===== config.mk =====
export PLATFORM = sky130hd
export DESIGN_NAME = seq_pipe_ctrl_flat
export DESIGN_NICKNAME = d
export VERILOG_FILES = /design/src/rtl/seq_pipe_ctrl_if.sv /design/src/rtl/seq_pipe_ctrl.sv /design/src/flat_wrapper.sv
export SDC_FILE = /design/constraint.sdc
export NUM_CORES = 1
export LEC_CHECK = 0
export CAP_MARGIN = 40
export CELL_PAD_IN_SITES_DETAIL_PLACEMENT = 1
export CELL_PAD_IN_SITES_GLOBAL_PLACEMENT = 2
export CORE_MARGIN = 2
export CORE_UTILIZATION = 31
export DETAILED_ROUTE_END_ITERATION = 12
export PLACE_DENSITY = 0.88
export SLEW_MARGIN = 20
export SYNTH_ARGS = -nofsm -noshare
export SYNTH_HDL_FRONTEND = slang
export SYNTH_SLANG_ARGS = --single-unit

===== constraint.sdc =====
create_clock -name clk -period 3.21 [get_ports clk]
set_input_delay 0.642 -clock clk [delete_from_list [all_inputs] [get_ports clk]]
set_output_delay 0.642 -clock clk [all_outputs]
set_load 0.02 [all_outputs]

===== src/rtl/seq_pipe_ctrl_if.sv =====
// Valid/ready stream bundle used on both sides of seq_pipe_ctrl.
// master drives valid/data, slave drives ready.
interface seq_pipe_ctrl_if #(
    parameter int WIDTH = 4
);
    logic             valid;
    logic             ready;
    logic [WIDTH-1:0] data;

    modport master (
        output valid,
        output data,
        input  ready
    );

    modport slave (
        input  valid,
        input  data,
        output ready
    );
endinterface


===== src/rtl/seq_pipe_ctrl.sv =====
// Three-stage valid/ready register pipeline with bubble collapse,
// synchronous flush and a built-in sequence generator feeding S0.
module seq_pipe_ctrl #(
    parameter int WIDTH = 4,
    parameter int CNT_W = 8
) (
    input  logic             clk,
    input  logic             rst,
    seq_pipe_ctrl_if.slave   prod,
    seq_pipe_ctrl_if.master  cons,
    input  logic             gen_en,
    input  logic             flush,
    output logic [1:0]       occupancy,
    output logic [CNT_W-1:0] out_count
);

    logic [WIDTH-1:0] d0, d1, d2;
    logic             v0, v1, v2;
    logic [WIDTH-1:0] gen_cnt;
    logic [WIDTH-1:0] src_data;
    logic             src_valid;
    logic             load0, load1, load2;

    // A stage may load when it is empty or the stage ahead is moving.
    always_comb begin
        load2     = !v2 | cons.ready;
        load1     = !v1 | load2;
        load0     = !v0 | load1;
        src_valid = gen_en ? 1'b1 : prod.valid;
        src_data  = gen_en ? gen_cnt : prod.data;
    end

    assign prod.ready = load0 & !flush & !gen_en;
    assign cons.valid = v2;
    assign cons.data  = d2;
    assign occupancy  = 2'(v0) + 2'(v1) + 2'(v2);

    always_ff @(posedge clk) begin
        if (rst) begin
            d0        <= '0;
            d1        <= '0;
            d2        <= '0;
            v0        <= 1'b0;
            v1        <= 1'b0;
            v2        <= 1'b0;
            gen_cnt   <= '0;
            out_count <= '0;
        end else begin
            if (load2) d2 <= d1;
            if (load1) d1 <= d0;
            if (load0) d0 <= src_data;
            if (flush) begin
                v0 <= 1'b0;
                v1 <= 1'b0;
                v2 <= 1'b0;
            end else begin
                if (load2) v2 <= v1;
                if (load1) v1 <= v0;
                if (load0) v0 <= src_valid;
            end
            // A transfer in a flush cycle still completes.
            if (v2 && cons.ready) out_count <= out_count + 1'b1;
            if (gen_en && load0 && !flush) gen_cnt <= gen_cnt + 1'b1;
        end
    end

endmodule

===== src/flat_wrapper.sv =====
// flat-port wrapper written by rule: the top's interface ports become plain ports
module seq_pipe_ctrl_flat 
#(
    parameter int WIDTH = 4,
    parameter int CNT_W = 8
)
  (clk, rst, gen_en, flush, occupancy, out_count, prod_valid, prod_data, prod_ready, cons_valid, cons_data, cons_ready);
  seq_pipe_ctrl_if #(.WIDTH(WIDTH)) prod_i ();
  seq_pipe_ctrl_if #(.WIDTH(WIDTH)) cons_i ();
  input  logic clk;
  input  logic rst;
  input  logic gen_en;
  input  logic flush;
  output logic [1:0] occupancy;
  output logic [CNT_W-1:0] out_count;
  input wire logic [$bits(prod_i.valid)-1:0] prod_valid;
  input wire logic [$bits(prod_i.data)-1:0] prod_data;
  output wire logic [$bits(prod_i.ready)-1:0] prod_ready;
  output wire logic [$bits(cons_i.valid)-1:0] cons_valid;
  output wire logic [$bits(cons_i.data)-1:0] cons_data;
  input wire logic [$bits(cons_i.ready)-1:0] cons_ready;
  assign prod_i.valid = prod_valid;
  assign prod_i.data = prod_data;
  assign prod_ready = prod_i.ready;
  assign cons_valid = cons_i.valid;
  assign cons_data = cons_i.data;
  assign cons_i.ready = cons_ready;
  seq_pipe_ctrl #(.WIDTH(WIDTH), .CNT_W(CNT_W)) u_core (.clk(clk), .rst(rst), .prod(prod_i), .cons(cons_i), .gen_en(gen_en), .flush(flush), .occupancy(occupancy), .out_count(out_count));
endmodule

==> impl_results.md <==
* Syn Nets at 139
* IO Count at 26
* TritonCTS clock tree: done
* Fin. Hold Viols at 0
* GPL Wtd Cong at roughly 0.68
* Sequential power share at 59.2%
* Lkg Pwr at roughly 0.50 nW
* Remaining global-route overflow at 0
* CP max stage cell: clkdlybuf4s50_1
* CTS buffer count at 3
* Routed len/inst at 14.0 um
* Clock power frac at roughly 32%
* Clock transition at path regs at roughly 0.090 ns
* Worst slew margin at between 70 and 80%
* CP Data Required Time at between 2 and 3 ns
* Overall power at between 0.0005 and 0.0006 W
* CTS Sinks at 27
* Slew @ Worst Pin at about 0.43 ns
* Row cnt at 22
* DP Worst Slack at 0.347 ns
* Worst path bufs/invs at 2
* Starting density of the core at a little under a third
* Number of distinct library cells after synthesis at 26
* GRT Total Usage at roughly 14%
* Die W at 64.8 um
* Synth warn at 0
* CTS Buffer Depth at 2
* Setup Viol. Count Final at 0
* Port buffer count at 25
* CP Cell Sequence: clkdlybuf4s50_1 > and4b_1 > nor3_1 > clkdlybuf4s50_1
* Max_cap viols at 0
* Worst clock skew at around 0.0052 ns
* Critical path launch point type: input pin
* Logic pwr share at 8.4%
* HPWL after DPL at 2.07 mm
* Delay of the slowest cell on the worst path at around 0.63 ns
* Sw frac at ~22%
* Synth area leader: dfxtp_1
* Post-CTS sizing at 0
* Drt pass-1 iters at 4
* Synth area leaders: dfxtp_1, mux2i_1, a21oi_1
* Internal power at ~0.00046 W
* Crit path top cell by count: clkdlybuf4s50_1
* Crit path time final at ~2.9 ns
* Syn-to-layout area delta at 29.4%
* Hold crit path type: reg2reg
* Root Driver: clkbuf_8
* Peak VDD IR at approximately 220 uV
* # placed instances at about 190
* Vias in the first global route at between 1k and 1.5k
* Final period util at between 80% and 90%
* Non-filler cells, final at about 200
* Die area at between 4000 and 5000 um2
* Antenna Nets Post-Route at 0
* First-pass GRT wire length at roughly 4.7 mm
* Cell family with most CP delay: buffers and inverters
* Fraction of layout cells with a size suffix above 1 at under 10%
* Seq cells post-synth at 27
* Worst-path fanout max at 10
* Crit Path Class: in2out
* DRT Wirelength at around 2.8 mm
* Post-synth top area share at a little under half
* Setup ws final at 0.340 ns
* H-tree depth at 1
* Slew Viols, Final at 0
* Power Density at 397 nW/um2
* DR vias/cell at a little over 5
* Fin nets at 163
* Register area share after synthesis at a little under half
* Setup_tns at 0 ns
* CP endpoint kind: primary output
* Outcome: finished, final reports clean
* Mapped cell area at between 1000 and 1500 um2
* Worst-Skew Late Latency at 0.27 ns
* Worst EP arrival at roughly 2.2 ns
* RSZ-0062 raised after global routing: false
* Fin util at about two fifths
* Via Count at 1009
* Initial DRC Count at 27
* Die Y at 64.8 um
* ANT cells at 0
* Avg Inst Size Synth at between 9 and 10 um2
* Achievable Freq at 348 MHz
* Setup Buffers After CTS at 0
* Hold bufs inserted after CTS at 0
* DRC at 0
* Switching power at approximately 0.00013 W
* Filler Cells Inserted at 411
* Initial antenna violation count at 0
* Cells after synthesis at approximately 130
* Largest net degree at the start of global routing at 20
* Placeable Area at around 3600 um2
==> power groups by stage <==
stage | logic [W] | registers [W] | clock network (W)
finish | 0.0000495 | 0.000348 | 0.000191
global route | 0.0000539 | 0.000350 | 0.000217
CTS | 0.0000502 | 0.000349 | 0.000199
detailed placement | 0.0000496 | 0.000356 | 0
global placement | 0.0000458 | 0.000356 | 0
floorplan | 0.0000238 | 0.000355 | 0
==> cells in the final DEF, fill, tap and decap left out, types with 2 or more instances in the layout <==
master	n
o31ai_1	5
mux2i_1	8
or3_1	3
nor2_1	11
nand3_1	10
xor2_1	2
a21oi_1	15
or4_1	5
dfxtp_1	27
nand2_1	8
ha_1	2
a211oi_1	4
nor3_1	5
inv_1	2
clkbuf_8	3
o21ai_0	4
clkdlybuf4s50_1	25
==> metrics by stage <==
step                      hold WS, ns  area, um2
after floorplan                 0.437       1150
after global placement          0.450       1420
after CTS                       0.470       1480
final                           0.469       1480
after detailed placement        0.457       1440
after global routing            0.491       1480
==> area by class of cell <==
class	count	area, um2	share of cell area [%]
Timing Repair Buffer	27	273	18.4
Multi-Input combinational cell	89	557	37.6
Clock buffer	4	45.0	3.04
Inverter	2	7.51	0.506
Tap cell	48	60.1	4.05
Sequential cell	27	541	36.5
==> worst paths after layout <==
kind,from,to,slack [ns],depth (start not counted)
setup / recovery,cons_ready,prod_ready,0.34,4
hold / removal,u_core.d1[0]$_SDFFE_PP0P_,u_core.d1[0]$_SDFFE_PP0P_,0.47,2
setup reg to reg,u_core.cons.valid$_SDFFE_PP0P_,u_core.out_count[6]$_SDFFE_PP0P_,1.59,3
hold reg to reg,u_core.d1[0]$_SDFFE_PP0P_,u_core.d1[0]$_SDFFE_PP0P_,0.47,2
==> worst reg2reg max path, delay by kind of cell, from the launching register on <==
family	cells	cell delay [ns]
AOI/OAI and AO/OA	1	0.15
and+or+nand+nor	2	0.87
DFF	1	0.55
==> registers in the layout, summed over array words and instances, names as in the netlist <==
name               cells
u_core.gen_cnt         4
u_core.cons.valid      1
u_core.v0              1
u_core.d0              4
u_core.d1              4
u_core.cons.data       4
u_core.v1              1
u_core.out_count       8
==> synthesized netlist by cell type, drive strengths merged <==
| library cell | n |
|---|---|
| dfxtp | 27 |
| a21oi | 15 |
| nor2 | 11 |
| nand3 | 10 |
| mux2i | 8 |
| nand2 | 8 |
| buf | 6 |
| nor3 | 5 |
| o31ai | 5 |
| or4 | 5 |
| a211oi | 4 |
| o21ai | 4 |
| or3 | 3 |
| clkbuf | 2 |
| ha | 2 |
| inv | 2 |
| xor2 | 2 |
| and2b | 1 |
| and4b | 1 |
| fa | 1 |
| nand2b | 1 |
| nand3b | 1 |
| nand4b | 1 |
| or3b | 1 |
==> routing by layer <==
metal  track usage (%)  vias up  part of all wire [%]
li1                  -      497                     -
met2              25.8       26                    52
met3              2.78        4                   5.0
met4              5.85        0                   1.1
met1              16.6      482                    42
met5                 0        -                     0
==> logic make-up after synthesis <==
group	after synthesis	share of synthesized area [%]
simple gates	48	21.9
compound gates	28	14.2
flops	27	47.2
buf+inv	10	4.26
mux	8	6.99
fa+ha+maj	3	3.93
xor+xnor	2	1.53
Note: power is estimated with default switching activity, not from simulation.
